[src/rtl/seg7_pkg.sv]
// seg7_pkg
//   Shared constants for the 7-segment display path. The display encoder and
//   the capture-side decoder both use these patterns, so the two directions
//   agree by construction.
//   Contents:
//     SEG_0 .. SEG_9, SEG_BLANK : active-low patterns, bit 6 = g ... bit 0 = a
//     NIB_BLANK, NIB_ERR        : nibble codes for blank and illegal patterns
//     state_e                   : receiver FSM encoding (COLLECT, HOLD)
package seg7_pkg;

    localparam logic [6:0] SEG_0     = 7'h40;
    localparam logic [6:0] SEG_1     = 7'h79;
    localparam logic [6:0] SEG_2     = 7'h24;
    localparam logic [6:0] SEG_3     = 7'h30;
    localparam logic [6:0] SEG_4     = 7'h19;
    localparam logic [6:0] SEG_5     = 7'h12;
    localparam logic [6:0] SEG_6     = 7'h02;
    localparam logic [6:0] SEG_7     = 7'h78;
    localparam logic [6:0] SEG_8     = 7'h00;
    localparam logic [6:0] SEG_9     = 7'h10;
    localparam logic [6:0] SEG_BLANK = 7'h7F;

    localparam logic [3:0] NIB_BLANK = 4'hF;
    localparam logic [3:0] NIB_ERR   = 4'hE;

    typedef enum logic {
        COLLECT = 1'b0,
        HOLD    = 1'b1
    } state_e;

endpackage

[src/rtl/seg7_decode.sv]
// seg7_decode
//   Combinational inverse of the 7-segment encoder.
//   Ports:
//     seg    in  7 : active-low segment pattern
//     nibble out 4 : recovered digit, NIB_BLANK for blank, NIB_ERR otherwise
//     blank  out 1 : pattern was the all-off blank pattern
//     err    out 1 : pattern is not a legal digit or blank
module seg7_decode
    import seg7_pkg::*;
(
    input  logic [6:0] seg,
    output logic [3:0] nibble,
    output logic       blank,
    output logic       err
);

    always_comb begin
        nibble = NIB_ERR;
        blank  = 1'b0;
        err    = 1'b0;
        case (seg)
            SEG_0:     nibble = 4'd0;
            SEG_1:     nibble = 4'd1;
            SEG_2:     nibble = 4'd2;
            SEG_3:     nibble = 4'd3;
            SEG_4:     nibble = 4'd4;
            SEG_5:     nibble = 4'd5;
            SEG_6:     nibble = 4'd6;
            SEG_7:     nibble = 4'd7;
            SEG_8:     nibble = 4'd8;
            SEG_9:     nibble = 4'd9;
            SEG_BLANK: begin
                nibble = NIB_BLANK;
                blank  = 1'b1;
            end
            default:   err = 1'b1;
        endcase
    end

endmodule

[src/rtl/seg7_frame_rx.sv]
// seg7_frame_rx
//   Collects NDIGITS active-low 7-segment patterns and recovers a packed
//   frame of nibbles with per-digit blank flags and a frame error flag.
//   Ports:
//     CLOCK_50   in  1          clock, rising edge
//     RESET_N    in  1          synchronous active-low reset
//     SEG_IN     in  7          segment pattern, bit 6 = g ... bit 0 = a
//     SEG_VALID  in  1          SEG_IN holds a digit
//     SEG_SOF    in  1          this digit is digit 0 of a new frame
//     SEG_READY  out 1          receiver accepts a digit this cycle
//     WORD       out 4*NDIGITS  decoded frame, digit 0 in the top nibble
//     BLANK_MASK out NDIGITS    bit NDIGITS-1-i set = digit i blank
//     FRAME_ERR  out 1          some digit in the frame was illegal
//     OUT_VALID  out 1          frame complete and stable
//     OUT_READY  in  1          consumer takes the frame
//     state_dbg  out state_e    current FSM state
//
//   Handshakes: a transfer happens on a rising edge where valid and ready
//   are both 1. A sender holds its data while valid=1 and ready=0; ready
//   may depend on the receiver's state only, never on valid.
module seg7_frame_rx
    import seg7_pkg::*;
#(
    parameter int NDIGITS = 4
) (
    input  logic                 CLOCK_50,
    input  logic                 RESET_N,
    input  logic [6:0]           SEG_IN,
    input  logic                 SEG_VALID,
    input  logic                 SEG_SOF,
    output logic                 SEG_READY,
    output logic [4*NDIGITS-1:0] WORD,
    output logic [NDIGITS-1:0]   BLANK_MASK,
    output logic                 FRAME_ERR,
    output logic                 OUT_VALID,
    input  logic                 OUT_READY,
    output state_e               state_dbg
);

    localparam int CW = $clog2(NDIGITS + 1);

    state_e               state_q, state_d;
    logic [CW-1:0]        cnt_q, cnt_d;
    logic [4*NDIGITS-1:0] word_q, word_d;
    logic [NDIGITS-1:0]   blank_q, blank_d;
    logic                 err_q, err_d;
    logic                 valid_q;

    logic [3:0]           dec_nib;
    logic                 dec_blank;
    logic                 dec_err;
    logic                 accept;
    logic [CW-1:0]        slot;
    logic                 last;

    seg7_decode u_decode (
        .seg    (SEG_IN),
        .nibble (dec_nib),
        .blank  (dec_blank),
        .err    (dec_err)
    );

    assign accept = SEG_VALID && SEG_READY;
    // SOF restarts the frame, so the digit lands in slot 0 regardless of cnt.
    assign slot   = SEG_SOF ? '0 : cnt_q;
    assign last   = (slot == CW'(NDIGITS - 1));

    // State register and datapath registers.
    always_ff @(posedge CLOCK_50) begin
        if (!RESET_N) begin
            state_q <= COLLECT;
            cnt_q   <= '0;
            word_q  <= '0;
            blank_q <= '0;
            err_q   <= 1'b0;
            valid_q <= 1'b0;
        end else begin
            state_q <= state_d;
            cnt_q   <= cnt_d;
            word_q  <= word_d;
            blank_q <= blank_d;
            err_q   <= err_d;
            valid_q <= (state_d == HOLD);
        end
    end

    // Next-state logic.
    always_comb begin
        state_d = state_q;
        case (state_q)
            COLLECT: if (accept && last) state_d = HOLD;
            HOLD:    if (OUT_READY)      state_d = COLLECT;
            default: state_d = COLLECT;
        endcase
    end

    // Output decode from the state register.
    always_comb begin
        SEG_READY = (state_q == COLLECT);
    end

    // Slot writes. Unwritten slots keep stale data; it is hidden by
    // OUT_VALID=0 until the frame is complete.
    always_comb begin
        cnt_d   = cnt_q;
        word_d  = word_q;
        blank_d = blank_q;
        err_d   = err_q;
        if (state_q == HOLD && OUT_READY) begin
            cnt_d = '0;
            err_d = 1'b0;
        end else if (accept) begin
            if (SEG_SOF) begin
                blank_d = '0;
                err_d   = dec_err;
            end else begin
                err_d   = err_q | dec_err;
            end
            for (int i = 0; i < NDIGITS; i++) begin
                if (slot == CW'(i)) begin
                    word_d[4*(NDIGITS-i)-1 -: 4] = dec_nib;
                    blank_d[NDIGITS-1-i]         = dec_blank;
                end
            end
            cnt_d = last ? '0 : CW'(slot + 1'b1);
        end
    end

    assign WORD       = word_q;
    assign BLANK_MASK = blank_q;
    assign FRAME_ERR  = err_q;
    assign OUT_VALID  = valid_q;
    assign state_dbg  = state_q;

endmodule

[config.mk]
export PLATFORM = sky130hd
export DESIGN_NAME = seg7_frame_rx
export DESIGN_NICKNAME = d
export VERILOG_FILES = /design/src/rtl/seg7_pkg.sv /design/src/rtl/seg7_decode.sv /design/src/rtl/seg7_frame_rx.sv
export SDC_FILE = /design/constraint.sdc
export NUM_CORES = 1
export LEC_CHECK = 0
export ABC_AREA = 0
export CORE_ASPECT_RATIO = 0.8
export CORE_UTILIZATION = 30
export DETAILED_ROUTE_END_ITERATION = 7
export GPL_TIMING_DRIVEN = 0
export PLACE_DENSITY = 0.6
export SETUP_SLACK_MARGIN = 0.15
export SLEW_MARGIN = 0
export SYNTH_ARGS = -nofsm -noshare
export SYNTH_HDL_FRONTEND = slang
export SYNTH_SLANG_ARGS = --single-unit
[constraint.sdc]
create_clock -name CLOCK_50 -period 5.78 [get_ports CLOCK_50]
set_input_delay 1.445 -clock CLOCK_50 [delete_from_list [all_inputs] [get_ports CLOCK_50]]
set_output_delay 1.445 -clock CLOCK_50 [all_outputs]
set_load 0.005 [all_outputs]
Word-level counts from Yosys, hierarchy flattened
Index checks and enable logic that the tools add are counted.
- reductions and logical operators: 19
- bitwise logic cells: 4
- add/subtract/negate cells: 1
- eq/ne operators: 13
- muxes and demuxes: 14
- operators with widths (kind ; number):
    $pmux 4 s11 ; 1
    $eq 7x7->1 const B ; 4
    $reduce_and 3->1 ; 8
    $eq 7x5->1 const B ; 3
    $eq 7x6->1 const B ; 2
    $reduce_or 11->1 ; 1
    $mux 1 ; 9
    $reduce_bool 2->1 ; 4
    $eq 7x2->1 const B ; 1
    $logic_not 7->1 ; 1
    $eq 3x2->1 const B ; 2
    $mux 3 ; 2
    $mux 4 ; 1
    $add 3x1->3 const B ; 1
    $eq 3x1->1 const B ; 1
    $logic_and 1x1->1 ; 3
    $logic_not 3->1 ; 1
    $not 1->1 ; 3
    $pmux 1 s2 ; 1
    $reduce_or 2->1 ; 1
    $or 1x1->1 ; 1
- bits of input ports: 12
- bits in registers: 25
- output and inout port bits: 24

Logic depth before layout (Yosys ltp)
- depth after elaboration: 5
- mapped depth: 8

Cells and area by module
A second synthesis with hierarchy kept.
- cell total of the unflattened synthesis: 140
- area total of the unflattened synthesis: 1322.5 um^2
- modules (own cells, without submodules) (module ; cells each ; times used ; area each (um^2)):
    seg7_frame_rx ; 107 ; 1 ; 1109.8
    seg7_decode ; 33 ; 1 ; 212.7

Worst setup path after synthesis
Ideal clock, no wire load.
- path type: input to register
- from: in SEG_IN[0]
- to: reg word_q[2], in the netlist WORD[2]
- required time: 5.652 ns
- stages: 6
- buffers on the path: 1
- setup time: 0.128 ns
- setup slack: 2.785 ns
- arrival time: 2.867 ns
- cell sequence: buf_8 -> or4_4 -> a2111oi_4 -> nor2_2 -> a211oi_4 -> a211oi_1
- cells in the longest elaborated chain, start to end: 2
- RTL lines (item ; RTL line ; source):
    from (decl) ; seg7_frame_rx.sv:28 ; input logic [6:0] SEG_IN,
    $eq 7x7->1, or another cell as far along ; seg7_decode.sv:21 ; case (seg)
    $pmux 4 s11 * ; seg7_decode.sv:21 ;
    to (signal assigned) ; seg7_frame_rx.sv:80 ; word_q <= word_d;
    to (decl) ; seg7_frame_rx.sv:44 ; logic [4*NDIGITS-1:0] word_q, word_d;
Every way passes the cells marked *; elsewhere a longest branch is shown, timed or not.
A chain may end at the register's enable or synchronous reset.

Worst setup path after layout
- from: in SEG_IN[5]
- to: reg word_q[14], in the netlist WORD[14]
Same word-level chain as after synthesis.

==> metrics.txt <==
Clock Skews=0.00604 ns; DR DRC count=0; global-route wire length before repair=5020 um; setup_tns=0 ns; R2R cell count=6; Multi-input gate area=647 um2; buffer and inverter count on the worst path=1; Post-CTS Setup Repair Bufs=0; dpl hpwl=2300 um; GR Util All Layers=15.4%; slew margin rel.=68.2%; Tmin final=3.43 ns; Syn. warnings=0; CTS tree=yes; Ports=36; number of synthesized flops with an enable pin=0; fillers=388; critical path cell sequence=clkdlybuf4s50_1 -> or4_4 -> a2111oi_4 -> nor2_2 -> a211oi_4 -> a21oi_1; Reg clk slew, reported paths=0.09 ns; H-tree Lvls=1; Synth Area per Inst=8.59 um2; Die H=59.0 um; CTS Hold Bufs=0; pin count of the biggest net entering global routing=15; CP Launch Type=primary input; largest fanout on the critical path=8; antenna-violating nets left=0; Hold Path Stages=2; vias in the first global route=1087; antenna cells=0; Fmax achieved=0.292 GHz; drt wl/cell=13.0 um; status=completed; Yosys reg bits=25; crit path kind=in -> reg; final WL=3060 um; Final Cycle Share=59.3%; clk_lat worst skew=0.27 ns; Req. time, crit path=5.92 ns; VDD IR max=159 uV; initial antenna violation count=0; RD Place Congestion=0.872; drt via density=4.90; total grt overflow=0; Power Dens Cells=200 nW/um2; actual slew at the worst max-slew pin=0.474 ns; Post-Syn Instances=142; asr flop ratio synth=0%; RR Startpoint=OUT_VALID; Synth Net Count=158; Root Buffer=clkbuf_8; critical path depth=6; DRT iter0 DRCs=26; post-synthesis sequential area ratio=41.0%; die area=4330 um2; post_cts resized=0; Die Wd=73.3 um; fin. max-slew vios=0; count of final hold-check violations=0; CP max stage delay=0.60 ns; Sequential Area=500 um2; Crit path max-delay family=compound AO/OA/AOI/OAI gates; synth unique cells=36; WP data arrival=3.57 ns; worst hold-check path type=reg -> reg; CP startpoint=SEG_IN[5]; clock buffer depth=2; final core area utilization=43.5%; endpoints failing setup=0; I/O Buffers=34; slowest cell on the critical path=or4_4; Area Overhead vs Synth=37.3%; core area=3850 um2; P_leak=0.621 nW; Hold Path Origin=FRAME_ERR; RSZ-0062 raised after global routing=no; Worst Setup End Kind=flop; TritonCTS Sinks=25; MaxCap Viol Count=0; layout net count=197; most frequent cells in the layout=clkdlybuf4s50_1 (34), dfxtp_1 (25), a21oi_1 (19); layout cells sized above 1=9.44%; Initial Util=31.7%; most common cell after layout, fill and taps aside=clkdlybuf4s50_1; cts bufs inserted=3; Post-synth top flop=dfxtp_1; Initial DRT Pass Iterations=4; via count=1152; Synth Cell Area=1220 um2; row cnt=20
-- layer usage --
layer,GRT usage [%],share of wire [%]
met2,24.3,43
met5,0,0
met3,4.59,4.7
met4,3.57,1.2
met1,20.8,51
-- per-stage QoR --
stage               setup WS, ns  hold WS, ns  area [um2]  std cells  power [mW]
floorplan                   2.78        0.446        1220        142       0.208
finish                      2.35        0.470        1680        235       0.336
global route                2.22        0.496        1680        235       0.350
CTS                         2.36        0.474        1680        235       0.338
global placement            2.12        0.461        1630        231       0.233
detailed placement          2.08        0.461        1630        231       0.235
-- worst reg2reg max path: stages (launching register included) --
cell	delay [ns]
dfxtp_1	0.36
nor2b_1	0.37
a21boi_0	0.36
and2_1	0.17
clkbuf_1	0.37
nor2_1	0.09
a31o_2	0.22
-- synth_stat cells (all sizes together) (4+ instances only) --
cell type	instances	area share [%]
nand2	12	3.7
o21ai	13	5.3
clkbuf	5	1.5
a31o	4	2.9
ha	4	4.1
nand3b	4	2.5
a21oi	19	7.8
dfxtp	25	41
nor2	12	3.9
inv	7	2.2
and2	5	2.6
-- final cells by class --
type                            count  area share, %
Buffer                              8           2.76
Clock buffer                        3           2.46
Clock inverter                      1          0.299
Inverter                            7           1.57
Multi-Input combinational cell    102           38.6
Sequential cell                    25           29.9
Tap cell                           55           4.11
Timing Repair Buffer               34           20.3
-- final timing paths --
path / end / slack (ns)
max: WORD[14] / 2.35
min: FRAME_ERR / 0.47
max reg2reg: WORD[11] / 3.74
min reg2reg: FRAME_ERR / 0.47
-- cell families after synthesis --
group / count (synthesis) / share of synthesized area (%)
AOI/OAI and AO/OA: 50 / 27.8
and+or+nand+nor: 47 / 20.4
DFF: 25 / 41.0
buffers and inverters: 15 / 5.95
adders and majority gates: 4 / 4.10
xor gates and xnor gates: 1 / 0.718
-- where the power goes --
| group | total (mW) | leakage, nW | internal [mW] | switching, mW |
|---|---|---|---|---|
| registers | 0.181 | 0.203 | 0.178 | 0.00313 |
| clock network | 0.105 | 0.0255 | 0.0483 | 0.0564 |
| logic | 0.0501 | 0.392 | 0.0249 | 0.0252 |
-- sequential cells by signal, indices dropped and copies added, names as in the netlist --
register	count
cnt_q	3
FRAME_ERR	1
WORD	16
OUT_VALID	1
BLANK_MASK	4
No activity file was read; power rests on OpenSTA's default activity.
